$ cat config.mk
export PLATFORM = sky130hd
export DESIGN_NAME = zmaps_rd
export DESIGN_NICKNAME = d
export VERILOG_FILES = /design/src/rtl/zmaps_pkg.sv /design/src/rtl/zmaps_rd_lat.sv /design/src/rtl/zmaps_rd.sv
export SDC_FILE = /design/constraint.sdc
export NUM_CORES = 1
export LEC_CHECK = 0
export CORE_ASPECT_RATIO = 1.4
export CORE_MARGIN = 2
export CORE_UTILIZATION = 35
export DETAILED_ROUTE_END_ITERATION = 12
export PLACE_DENSITY = 0.65
export SYNTH_ARGS = -nofsm -noshare
export SYNTH_HDL_FRONTEND = slang
export SYNTH_SLANG_ARGS = --single-unit
$ cat constraint.sdc
create_clock -name clk -period 2.8 [get_ports clk]
set_input_delay 0.7 -clock clk [delete_from_list [all_inputs] [get_ports clk]]
set_output_delay 0.7 -clock clk [all_outputs]
set_load 0.1 [all_outputs]
$ cat src/rtl/zmaps_pkg.sv
// Shared FPGA-RAM memory map definitions: window regions, read FSM states,
// request owner and the Z80 window-address decode used by both mappers.
package zmaps_pkg;

    localparam logic [2:0] CRAM = 3'b000;
    localparam logic [2:0] SFIL = 3'b001;
    localparam logic [3:0] REGS = 4'b0100;

    typedef enum logic [1:0] {
        IDLE  = 2'd0,
        ISSUE = 2'd1,
        WAIT  = 2'd2,
        DONE  = 2'd3
    } state_t;

    typedef enum logic {
        Z80 = 1'b0,
        DMA = 1'b1
    } owner_t;

    // Decoded Z80 read: ram = CRAM/SFILE target, sel = SFILE, wa = word, bsel = high byte
    typedef struct packed {
        logic       ram;
        logic       sel;
        logic [7:0] wa;
        logic       bsel;
    } zreq_t;

    function automatic zreq_t zdecode(input logic [15:0] addr);
        zreq_t r;
        r.ram  = (addr[11:9] == CRAM) || (addr[11:9] == SFIL);
        r.sel  = (addr[11:9] == SFIL);
        r.wa   = addr[8:1];
        r.bsel = addr[0];
        return r;
    endfunction

endpackage

$ cat src/rtl/zmaps_rd_lat.sv
// RAM read latency counter: loaded with LAT-1 on issue, done_c flags the last wait cycle.
module zmaps_rd_lat
    import zmaps_pkg::*;
#(
    parameter int unsigned LAT = 1
) (
    input  logic clk,
    input  logic rst,
    input  logic load,
    input  logic dec,
    output logic done_c
);

    localparam int unsigned CW = (LAT > 1) ? $clog2(LAT) : 1;

    logic [CW-1:0] cnt;

    always_ff @(posedge clk or posedge rst) begin
        if (rst) begin
            cnt <= '0;
        end else if (load) begin
            cnt <= CW'(LAT - 1);
        end else if (dec && (cnt != '0)) begin
            cnt <= cnt - CW'(1);
        end
    end

    // The decrement that takes the count to zero ends the wait
    assign done_c = (cnt == CW'(1));

endmodule

$ cat src/rtl/zmaps_rd.sv
// Read side of the FPGA-RAM memory map: serves Z80 window reads and DMA readback
// from CRAM/SFILE. Optional word cache enabled by ZMAPS_RD_CACHE_EN.
module zmaps_rd
    import zmaps_pkg::*;
#(
    parameter int unsigned RAM_LAT = 1,
    parameter logic [7:0]  RD_FILL = 8'hFF
) (
    input  logic        clk,
    input  logic        rst,
    input  logic        memrd_s,
    input  logic [15:0] a,
    input  logic [4:0]  fmaddr,
`ifdef ZMAPS_RD_CACHE_EN
    input  logic        zmaps_we,
`endif
    output logic        zrd_hit,
    output logic [7:0]  zrd_data,
    output logic        zrd_valid,
    input  logic        dma_rd_req,
    input  logic        dma_rd_sel,
    input  logic [7:0]  dma_rdaddr,
    output logic        dma_rd_ack,
    output logic [15:0] dma_rd_data,
    output logic        dma_rd_valid,
    output logic [7:0]  ram_ra,
    output logic        cram_re,
    output logic        sfile_re,
    input  logic [15:0] cram_rd,
    input  logic [15:0] sfile_rd
);

    state_t      state, nxt;
    owner_t      owner;
    zreq_t       zq, req, pend;
    logic        pend_v;
    logic        win, zreq, go_z, go_dma;
    logic        lat_load, lat_dec, lat_done_c, done_ram;
    logic        cache_hit;
    logic [7:0]  cache_byte;
    logic        iss_sel;
    logic [7:0]  iss_wa;
    logic        cur_sel, cur_bsel;
    logic [15:0] word;

    assign win     = fmaddr[4] && (a[15:12] == fmaddr[3:0]);
    assign zrd_hit = win && memrd_s;
    assign zq      = zdecode(a);

    // A queued hit is always older than the one on the bus, so it goes first
    assign req  = pend_v ? pend : zq;
    assign zreq = pend_v || zrd_hit;

    assign iss_sel  = go_dma ? dma_rd_sel : req.sel;
    assign iss_wa   = go_dma ? dma_rdaddr : req.wa;
    assign word     = cur_sel ? sfile_rd : cram_rd;
    assign done_ram = (nxt == DONE) && ((state == ISSUE) || (state == WAIT));

    zmaps_rd_lat #(.LAT(RAM_LAT)) u_lat (
        .clk    (clk),
        .rst    (rst),
        .load   (lat_load),
        .dec    (lat_dec),
        .done_c (lat_done_c)
    );

    always_ff @(posedge clk or posedge rst) begin
        if (rst) begin
            state <= IDLE;
        end else begin
            state <= nxt;
        end
    end

    always_comb begin
        nxt      = state;
        go_z     = 1'b0;
        go_dma   = 1'b0;
        lat_load = 1'b0;
        lat_dec  = 1'b0;
        case (state)
            IDLE: begin
                if (zreq) begin
                    go_z = 1'b1;
                    nxt  = (req.ram && !cache_hit) ? ISSUE : DONE;
                end else if (dma_rd_req) begin
                    go_dma = 1'b1;
                    nxt    = ISSUE;
                end
            end
            ISSUE: begin
                lat_load = 1'b1;
                nxt      = (RAM_LAT == 1) ? DONE : WAIT;
            end
            WAIT: begin
                lat_dec = 1'b1;
                if (lat_done_c) begin
                    nxt = DONE;
                end
            end
            DONE: begin
                nxt = IDLE;
            end
            default: begin
                nxt = IDLE;
            end
        endcase
    end

    // One-deep queue for a Z80 hit that lands while the FSM is busy
    always_ff @(posedge clk or posedge rst) begin
        if (rst) begin
            pend_v <= 1'b0;
            pend   <= '0;
        end else if (state == IDLE) begin
            pend_v <= pend_v && zrd_hit;
            if (pend_v && zrd_hit) begin
                pend <= zq;
            end
        end else if (zrd_hit && !pend_v) begin
            pend_v <= 1'b1;
            pend   <= zq;
        end
    end

    always_ff @(posedge clk or posedge rst) begin
        if (rst) begin
            owner        <= Z80;
            cur_sel      <= 1'b0;
            cur_bsel     <= 1'b0;
            zrd_data     <= '0;
            zrd_valid    <= 1'b0;
            dma_rd_ack   <= 1'b0;
            dma_rd_data  <= '0;
            dma_rd_valid <= 1'b0;
            ram_ra       <= '0;
            cram_re      <= 1'b0;
            sfile_re     <= 1'b0;
        end else begin
            zrd_valid    <= 1'b0;
            dma_rd_ack   <= 1'b0;
            dma_rd_valid <= 1'b0;
            cram_re      <= 1'b0;
            sfile_re     <= 1'b0;
            if (go_z) begin
                owner    <= Z80;
                cur_sel  <= req.sel;
                cur_bsel <= req.bsel;
                if (nxt == DONE) begin
                    zrd_valid <= 1'b1;
                    zrd_data  <= req.ram ? cache_byte : RD_FILL;
                end
            end
            if (go_dma) begin
                owner      <= DMA;
                cur_sel    <= dma_rd_sel;
                cur_bsel   <= 1'b0;
                dma_rd_ack <= 1'b1;
            end
            if ((state == IDLE) && (nxt == ISSUE)) begin
                ram_ra   <= iss_wa;
                cram_re  <= !iss_sel;
                sfile_re <= iss_sel;
            end
            // Read bus is sampled on the edge that enters DONE
            if (done_ram) begin
                if (owner == Z80) begin
                    zrd_valid <= 1'b1;
                    zrd_data  <= cur_bsel ? word[15:8] : word[7:0];
                end else begin
                    dma_rd_valid <= 1'b1;
                    dma_rd_data  <= word;
                end
            end
        end
    end

`ifdef ZMAPS_RD_CACHE_EN
    logic        tag_v, tag_sel, we_hit;
    logic [7:0]  tag_wa;
    logic [15:0] tag_word;

    assign cache_hit  = tag_v && req.ram && (req.sel == tag_sel) && (req.wa == tag_wa);
    assign cache_byte = req.bsel ? tag_word[15:8] : tag_word[7:0];
    assign we_hit     = zmaps_we && win && zq.ram && (zq.sel == tag_sel) && (zq.wa == tag_wa);

    // Invalidation wins over a same-cycle fill
    always_ff @(posedge clk or posedge rst) begin
        if (rst) begin
            tag_v    <= 1'b0;
            tag_sel  <= 1'b0;
            tag_wa   <= '0;
            tag_word <= '0;
        end else begin
            if (done_ram && (owner == Z80)) begin
                tag_v    <= 1'b1;
                tag_sel  <= cur_sel;
                tag_wa   <= ram_ra;
                tag_word <= word;
            end
            if (go_dma || we_hit) begin
                tag_v <= 1'b0;
            end
        end
    end
`else
    assign cache_hit  = 1'b0;
    assign cache_byte = RD_FILL;
`endif

`ifndef SYNTHESIS
    a_no_drop: assert property (@(posedge clk) disable iff (rst)
        !(zrd_hit && pend_v && (state != IDLE)))
        else $error("zmaps_rd: Z80 read dropped, pending slot already full");
`endif

endmodule

; Yosys cells after proc, flatten, opt, wreduce, memory -nomap -nowiden
; Index checks and enable logic that the tools add are counted.
[word_totals]
input_bits = 66
reg_bits = 55
out_inout_bits = 38
wordCells = 89
[op_classes]
n_mux = 43
reduce_logical = 19
add_sub_neg = 1
n_eq_ne = 8
[op_table]
columns = operator, n
row1 = 8-bit two-way mux, 6
row2 = 11-bit two-way mux, 4
row3 = 1-bit two-way mux, 27
row4 = 16-bit two-way mux, 1
row5 = 2-bit two-way mux, 4
row6 = 2-bit case mux with 4 select lines, 1
row7 = 1-bit logical AND, 7
row8 = "2-bit equality test, second input constant", 3
row9 = 2-bit nonzero test, 3
row10 = "2-bit by 1-bit equality test with 1-bit output, second input constant", 2
row11 = 4-bit equality test, 1
row12 = 2-bit AND reduction, 2
row13 = "3-bit by 1-bit equality test with 1-bit output, second input constant", 1
row14 = 3-bit zero test, 1
row15 = 1-bit logical OR, 3
row16 = 1-bit zero test, 2
row17 = 2-bit zero test, 1
row18 = "2-bit by 1-bit inequality test with 1-bit output, second input constant", 1
row19 = "1-bit subtractor, second input constant", 1

; Logic depth before layout (Yosys ltp)
[depth]
depth_word = 11
mapped_depth = 9

; Cells and area by module
; From an unflattened synthesis, not the netlist that was laid out.
[hier_totals]
hier_cells = 232
area_unflattened_um2 = 2839.0
[by_module_without_submodules]
columns = mod, cells_each, area_per_inst_um2, n_inst
row1 = zmaps_rd, 229, 2797.7, 1
row2 = zmaps_rd_lat, 3, 41.3, 1

; Least setup slack after synthesis
; No wires, ideal clock.
[synth_timing]
kind = input-to-output
from = in fmaddr[2]
to = out zrd_hit
arrival_time_ps = 2658
stages = 3
path_buffers = 0
path_slack_ps = -558
path_cell_list = xor2_1 > or3_1 > nor2_1
[synth_between]
elab_chain_len = 3
[synth_lines]
columns = item, line
row1 = start: declaration, zmaps_rd.sv:13  ; input logic [4:0] fmaddr,
row2 = 4-bit equality test, zmaps_rd.sv:46  ; assign win = fmaddr[4] && (a[15:12] == fmaddr[3:0]);
row3 = 1-bit logical AND, zmaps_rd.sv:46
row4 = 1-bit logical AND, zmaps_rd.sv:47  ; assign zrd_hit = win && memrd_s;
row5 = end: declaration, zmaps_rd.sv:17  ; output logic zrd_hit,
; No other way between the ends.

; Final worst setup path
; Ends and elaborated chain as after synthesis.

==> run metrics <==
critical path capture point type output pin; fin nets roughly 410; top fanout value on the critical path 3; top cells by count, synth sky130_fd_sc_hd__mux2_2 (59), sky130_fd_sc_hd__dfrtp_1 (55), sky130_fd_sc_hd__mux2_4 (9); DRC violations left 0; top achievable clock speed 363 MHz; routed vias/inst about 5.0; share of layout cells above drive strength 1 between 40% and 50%; number of violations reported at the end of detailed-routing iteration 0 between 40 and 50; Rows 39; Area growth, synth to finish 45.5%; final instance area around 4300 µm²; type of element launching the critical path primary input; count of input and output buffers 103; pin count of the biggest net entering global routing between 50 and 60; number of fill cells 734; register clock-pin slew on the reported worst setup and hold paths about 70 ps; library cells used by synthesis 39; Overflow after GRT 0; post-placement cell area between 4000 and 5000 µm²; total clock sinks between 50 and 60; final max-slew violation count 0; Data required, critical path 2100 ps; global-route wire length before repair 11.1 mm; worst reg2reg path depth 7; nets in the synthesized netlist approximately 290; cell with the most instances after synthesis sky130_fd_sc_hd__mux2_2; post-detailed-route wirelength per cell ~15 µm; count of final setup violators 0; final hold vios 0; Synth warnings 0; number of detailed-routing iterations run before antenna repair 4; Initial Util 36.1%; worst hold path type flip-flop to flip-flop; actual slew at the worst max-slew pin between 400 and 500 ps; count of vias placed by the detailed router roughly 2.2k; fraction of synthesis flops using an asynchronous set or reset pin 100%; cell at the root of the clock tree sky130_fd_sc_hd__clkbuf_16; final critical-path share of the clock period 98.4%; #FFs+latches synth 55; CTS tree yes; number of enable flip-flop cells after synthesis 0; Critical Setup Path Class primary input to output pin; via count of the first global-routing pass 2383; synth top area cells sky130_fd_sc_hd__dfrtp_1 (47%), sky130_fd_sc_hd__mux2_2 (22%), sky130_fd_sc_hd__mux4_2 (6.1%); Worst Hold Depth 2; Routed Antenna Nets 0; share of the synthesized area in the top cell type a little under half; Top FF cell, synth sky130_fd_sc_hd__dfrtp_1; CTS Buffer Depth 2; post-detail-place hpwl about 5.1 mm; Synth area leader sky130_fd_sc_hd__dfrtp_1; Max Cap Violations 0; die area between 9000 and 10000 µm²; later-pin clock latency in the skew report 290 ps; sum of routed wire length over all layers 6.78 mm; number of ports placed on the die boundary about 100; number of antenna violations at the first check in global routing 0; post-synthesis instance area ~3000 µm²; Die Width roughly 82 µm; Die Y-Extent between 100 and 150 µm; number of H-tree levels 2; outcome finished, final reports clean; Avg Inst Size Synth between 10 and 15 µm²; final RePlAce weighted congestion 0.842; Global Route Usage Sum between 15 and 20%; Post-Syn Instances 218; sequential cell area fraction in the yosys report 46.5%; number of antenna diodes 0; clock buffers created by TritonCTS 5; Max Clock Skew 5.82 ps; arrival time at the worst endpoint between 2000 and 2500 ps; setup repair after global routing missed its margin false; max-slew headroom at the worst pin approximately 68%; Core ar. 8200 µm²; final critical path time including I/O delays and setup between 2000 and 3000 ps
through the flow:
step / hold WS [ps] / setup WS, ps / utilization [%] / setup TNS [ps] / cells
after floorplan: 450 / 207 / - / 0 / 218
after global placement: 463 / -108 / 50.5 / -2470 / 429
after detailed placement: 473 / -131 / 50.5 / -3100 / 429
after CTS: 491 / 11.5 / 52.5 / 0 / 438
after global routing: 518 / 1.77 / 52.5 / 0 / 438
final: 483 / 43.7 / 52.5 / 0 / 438
area by class of cell:
type	count	area [µm²]	share of cell area (%)
Clock buffer	5	125	2.91
Sequential cell	55	1380	32.0
Timing Repair Buffer	120	1110	25.9
Multi-Input combinational cell	147	1520	35.2
Tap cell	102	128	2.96
Clock inverter	3	23.8	0.552
Inverter	6	22.5	0.523
metal layers:
layer | vias up | part of all wire, % | track usage (%)
met1 | 1079 | 39 | 17.3
met5 | - | 0 | 0
met4 | 0 | 1.1 | 4.56
li1 | 1034 | - | -
met2 | 76 | 54 | 28.1
met3 | 6 | 6.2 | 3.43
cells by family (layout without fill, tap and decap cells):
group,Yosys count,after routing,share of synthesized area [%]
xor+xnor,5,5,1.48
simple gates,31,31,6.47
fa+ha+maj,5,5,2.03
flops,55,55,46.5
compound gates,30,30,7.74
mux,76,76,33.1
buf+inv,16,134,2.66
what timing repair did:
item | in CTS | in global routing
hold buffers | 0 | 0
endpoints found under the setup margin | 1 | 1
resized for setup | 1 | 0
setup buffers | 1 | 0
hold endpoints to repair | 0 | 0
pin swaps | 1 | 1
path summary, 6_finish.rpt:
check                                from              end  slack [ps]
worst max-delay path            fmaddr[2]          zrd_hit          40
worst min-delay path              pend[9]          pend[9]         480
worst max register to register   state[0]  dma_rd_data[13]         380
worst min register to register    pend[9]          pend[9]         480
max in group asynchronous             rst   dma_rd_data[2]        1760
min in group asynchronous             rst       dma_rd_ack         790
worst max-delay path, cell delays in order:
cell                              delay [ps]
sky130_fd_sc_hd__clkdlybuf4s50_1         410
sky130_fd_sc_hd__xor2_1                  210
sky130_fd_sc_hd__or3_4                   420
sky130_fd_sc_hd__nor2_4                  130
sky130_fd_sc_hd__buf_12                  180
layout by cell type (no fill, tap or decap), types with 5 or more instances in the layout:
cell / synthesis / layout
sky130_fd_sc_hd__clkdlybuf4s50_1: 0 / 65
sky130_fd_sc_hd__mux2_2: 59 / 59
sky130_fd_sc_hd__dfrtp_1: 55 / 55
sky130_fd_sc_hd__buf_4: 0 / 51
sky130_fd_sc_hd__mux2_4: 9 / 9
sky130_fd_sc_hd__nand2_1: 8 / 8
sky130_fd_sc_hd__mux4_2: 8 / 8
sky130_fd_sc_hd__o22a_1: 8 / 8
sky130_fd_sc_hd__nor2_1: 7 / 6
sky130_fd_sc_hd__inv_1: 6 / 5
sky130_fd_sc_hd__a21oi_1: 5 / 5
sky130_fd_sc_hd__o21ai_0: 5 / 5
sky130_fd_sc_hd__clkbuf_16: 0 / 5
registers in the layout, indices dropped and copies added (netlist names):
signal and count:
sfile_re 1, dma_rd_data 16, pend 11, pend_v 1, cram_re 1, zrd_data 8, owner 1, dma_rd_valid 1
ram_ra 8, cur_sel 1, zrd_valid 1, u_lat.done_c 1, state 2, cur_bsel 1, dma_rd_ack 1
Power is left out: the tool's default activity adds up to more than one toggle a clock period on the data nets, which glitch-free logic cannot reach.
==> patch: new RTL, same flow settings <==
`RAM_LAT`: 1 -> 2.
--- a/src/rtl/zmaps_rd.sv
+++ b/src/rtl/zmaps_rd.sv
@@ -5,3 +5,3 @@
 #(
-    parameter int unsigned RAM_LAT = 1,
+    parameter int unsigned RAM_LAT = 2,
     parameter logic [7:0]  RD_FILL = 8'hFF
Formal check against the unedited RTL: not equivalent (Yosys sat finds a counterexample within 4 cycles, from zero or initial values and one cycle with rst high).
==> patch against the original RTL <==
- final cell count grew 6.8%
- setup slack gained 0.019 ns
- sequential cell count is the same
- cell area grew 2.3%
- area after synthesis grew 3.7%
- utilization shrank 1.0 points
- wire length grew 12%
Power is left out: the tool's default activity adds up to more than one toggle a clock period on the data nets, which glitch-free logic cannot reach.
==> patch: results (changes against the original RTL) <==
set qor(critical_path.max_fanout) 4 ;# +1
set qor(worstReg2RegEnd) {dma_rd_data[8]}
set qor(post-place-cells) 459 ;# +7.0%
set qor(worstSetupStartpoint) {fmaddr[2]}
set qor(synth_adder_area_share) 0.0163 ;# -0.00398
set qor(setup_slack_ns) 0.0629 ;# +0.0192 ns
set qor(nNetsFinal) 432 ;# +6.7%
set qor(share_of_synthesized_area_occupied_by_flip_flops_and_latches) 0.449 ;# -0.0165
set qor(fillers) 758 ;# +3.3%
set qor(fin_worst_skew_ns) 0.00914 ;# +0.00333 ns
set qor(slew_headroom) 0.617 ;# -0.0658
set qor(critPathArrivalTime_ns) 2.04 ;# -0.02 ns
set qor(tritonroute_pass_1_iters) 4 ;# unchanged
set qor(r2r.worst_path.cells) 8 ;# +1
set qor(cts-buffers-inserted) 5 ;# unchanged
set qor(globalplace.congestion) 0.822 ;# -2.4%
set qor(drt-initial-drc-count) 119 ;# +180%
set qor(synth.top_cells.by_count) {55 x sky130_fd_sc_hd__dfrtp_1, 34 x sky130_fd_sc_hd__mux2_2, 15 x sky130_fd_sc_hd__nand2_1}
set qor(muxShareOfSynthArea) 0.259 ;# -0.0721
set qor(smallest_hold_slack_ns) 0.497 ;# +0.0138 ns
set qor(run_status) {finished, final reports clean}
set qor(number_of_global_route_vias_before_repair) 2477 ;# +3.9%
set qor(maximum_level_of_the_cts_h_tree) 2 ;# unchanged
set qor(synth_fp_nets) 322 ;# +12%
set qor(area_inside_the_core_boundary_sq_mm) 0.00856 ;# +4.4%
set qor(post_detail_place_hpwl_microns) 5590 ;# +9.4%
set qor(port-buffer-count) 103 ;# unchanged
set qor(post_drt_via_cell_ratio) 5.08 ;# +1.3%
set qor(reg2reg_setup_slack_ns) 0.50 ;# +0.12 ns
set qor(worstSkewPairLatency_ns) 0.29 ;# about the same
set qor(layout-drive-gt1-share) 0.344 ;# -0.0991
set qor(wire_per_inst_microns) 16.2 ;# +4.5%
set qor(synth_compound_gate_area_share) 0.121 ;# +0.0433
set qor(synth_cells) 252 ;# +16%
set qor(via_count) 2377 ;# +8.3%
set qor(grtUsageTotal) 0.160 ;# +0.00669
set qor(synth.lib_cells_used.distinct) 47 ;# +21%
set qor(placement.setup.worst_slack_ns) -0.0197 ;# +0.112 ns
set qor(layout_top_registers) {dma_rd_data: 16 flops, pend: 11 flops}
set qor(grt_start_max_net_pins) 37 ;# -34%
set qor(synthTopCellsByArea) {sky130_fd_sc_hd__dfrtp_1 45%, sky130_fd_sc_hd__mux2_2 12%, sky130_fd_sc_hd__mux4_2 5.9%}
set qor(ys.flop_type) {sky130_fd_sc_hd__dfrtp_1}
set qor(synth-async-reset-ratio) 1.00 ;# unchanged
set qor(synth-xor-area-share) 0.0114 ;# -0.00338
set qor(grt_pass1_wl_microns) 12300 ;# +11%
patch: cell types whose count changed after synthesis, moves of 7 or more:
cell	before	now
sky130_fd_sc_hd__mux2_1	0	9
sky130_fd_sc_hd__mux2_2	59	34
sky130_fd_sc_hd__nand2_1	8	15
sky130_fd_sc_hd__nand2b_1	1	11
sky130_fd_sc_hd__nor3b_1	2	9
sky130_fd_sc_hd__o211ai_1	1	8
patch: through the flow:
step                utilization  area, sq um
finish                    0.515         4410
global route              0.515         4410
CTS                       0.512         4380
detailed placement        0.495         4240
global placement          0.495         4240
floorplan                     -         3080
patch: cell families after synthesis:
family,after synthesis
XOR/XNOR,4
AO/OA/AOI/OAI,47
AND/OR/NAND/NOR,57
multiplexers,60
buffers and inverters,25
flip-flops,55
adder cells (fa/ha/maj),4
patch: critical path: stages:
cell and delay (ns):
sky130_fd_sc_hd__clkdlybuf4s50_1 0.45, sky130_fd_sc_hd__xnor2_2 0.21, sky130_fd_sc_hd__nand3_2 0.16, sky130_fd_sc_hd__buf_4 0.18, sky130_fd_sc_hd__nor2_4 0.14, sky130_fd_sc_hd__buf_12 0.19
patch: cell type report:
| type | count | share of cell area |
|---|---|---|
| clock buffers | 6 | 0.0293 |
| clock inverters | 2 | 0.00284 |
| inverters | 7 | 0.00596 |
| multi-input cells | 172 | 0.365 |
| flip-flops and latches | 55 | 0.312 |
| well taps | 105 | 0.0298 |
| repair buffers | 121 | 0.254 |
patch: worst min-delay path by stage:
stage / start / endpoint / cells after the start
after global placement: pend[9] / pend[9] / 2
after global routing: dma_rd_data[7] / dma_rd_data[7] / 1
after CTS: dma_rd_data[5] / dma_rd_data[5] / 1
after detailed placement: dma_rd_data[6] / dma_rd_data[6] / 1
final: dma_rd_data[7] / dma_rd_data[7] / 1
after floorplan: pend[9] / pend[9] / 2
patch: what timing repair did:
action	4_1_cts	5_1_grt
setup endpoints to repair	1	1
gates resized for setup	1	2
cloned	0	0
buffers inserted	0	1
pin swaps	0	2
patch: layer usage:
metal	wire, microns	track usage	vias to the layer above
li1	-	-	1143
met1	3150	0.190	1159
met2	3840	0.280	70
met3	489	0.0517	5
met4	88	0.0437	0
met5	0	0	-
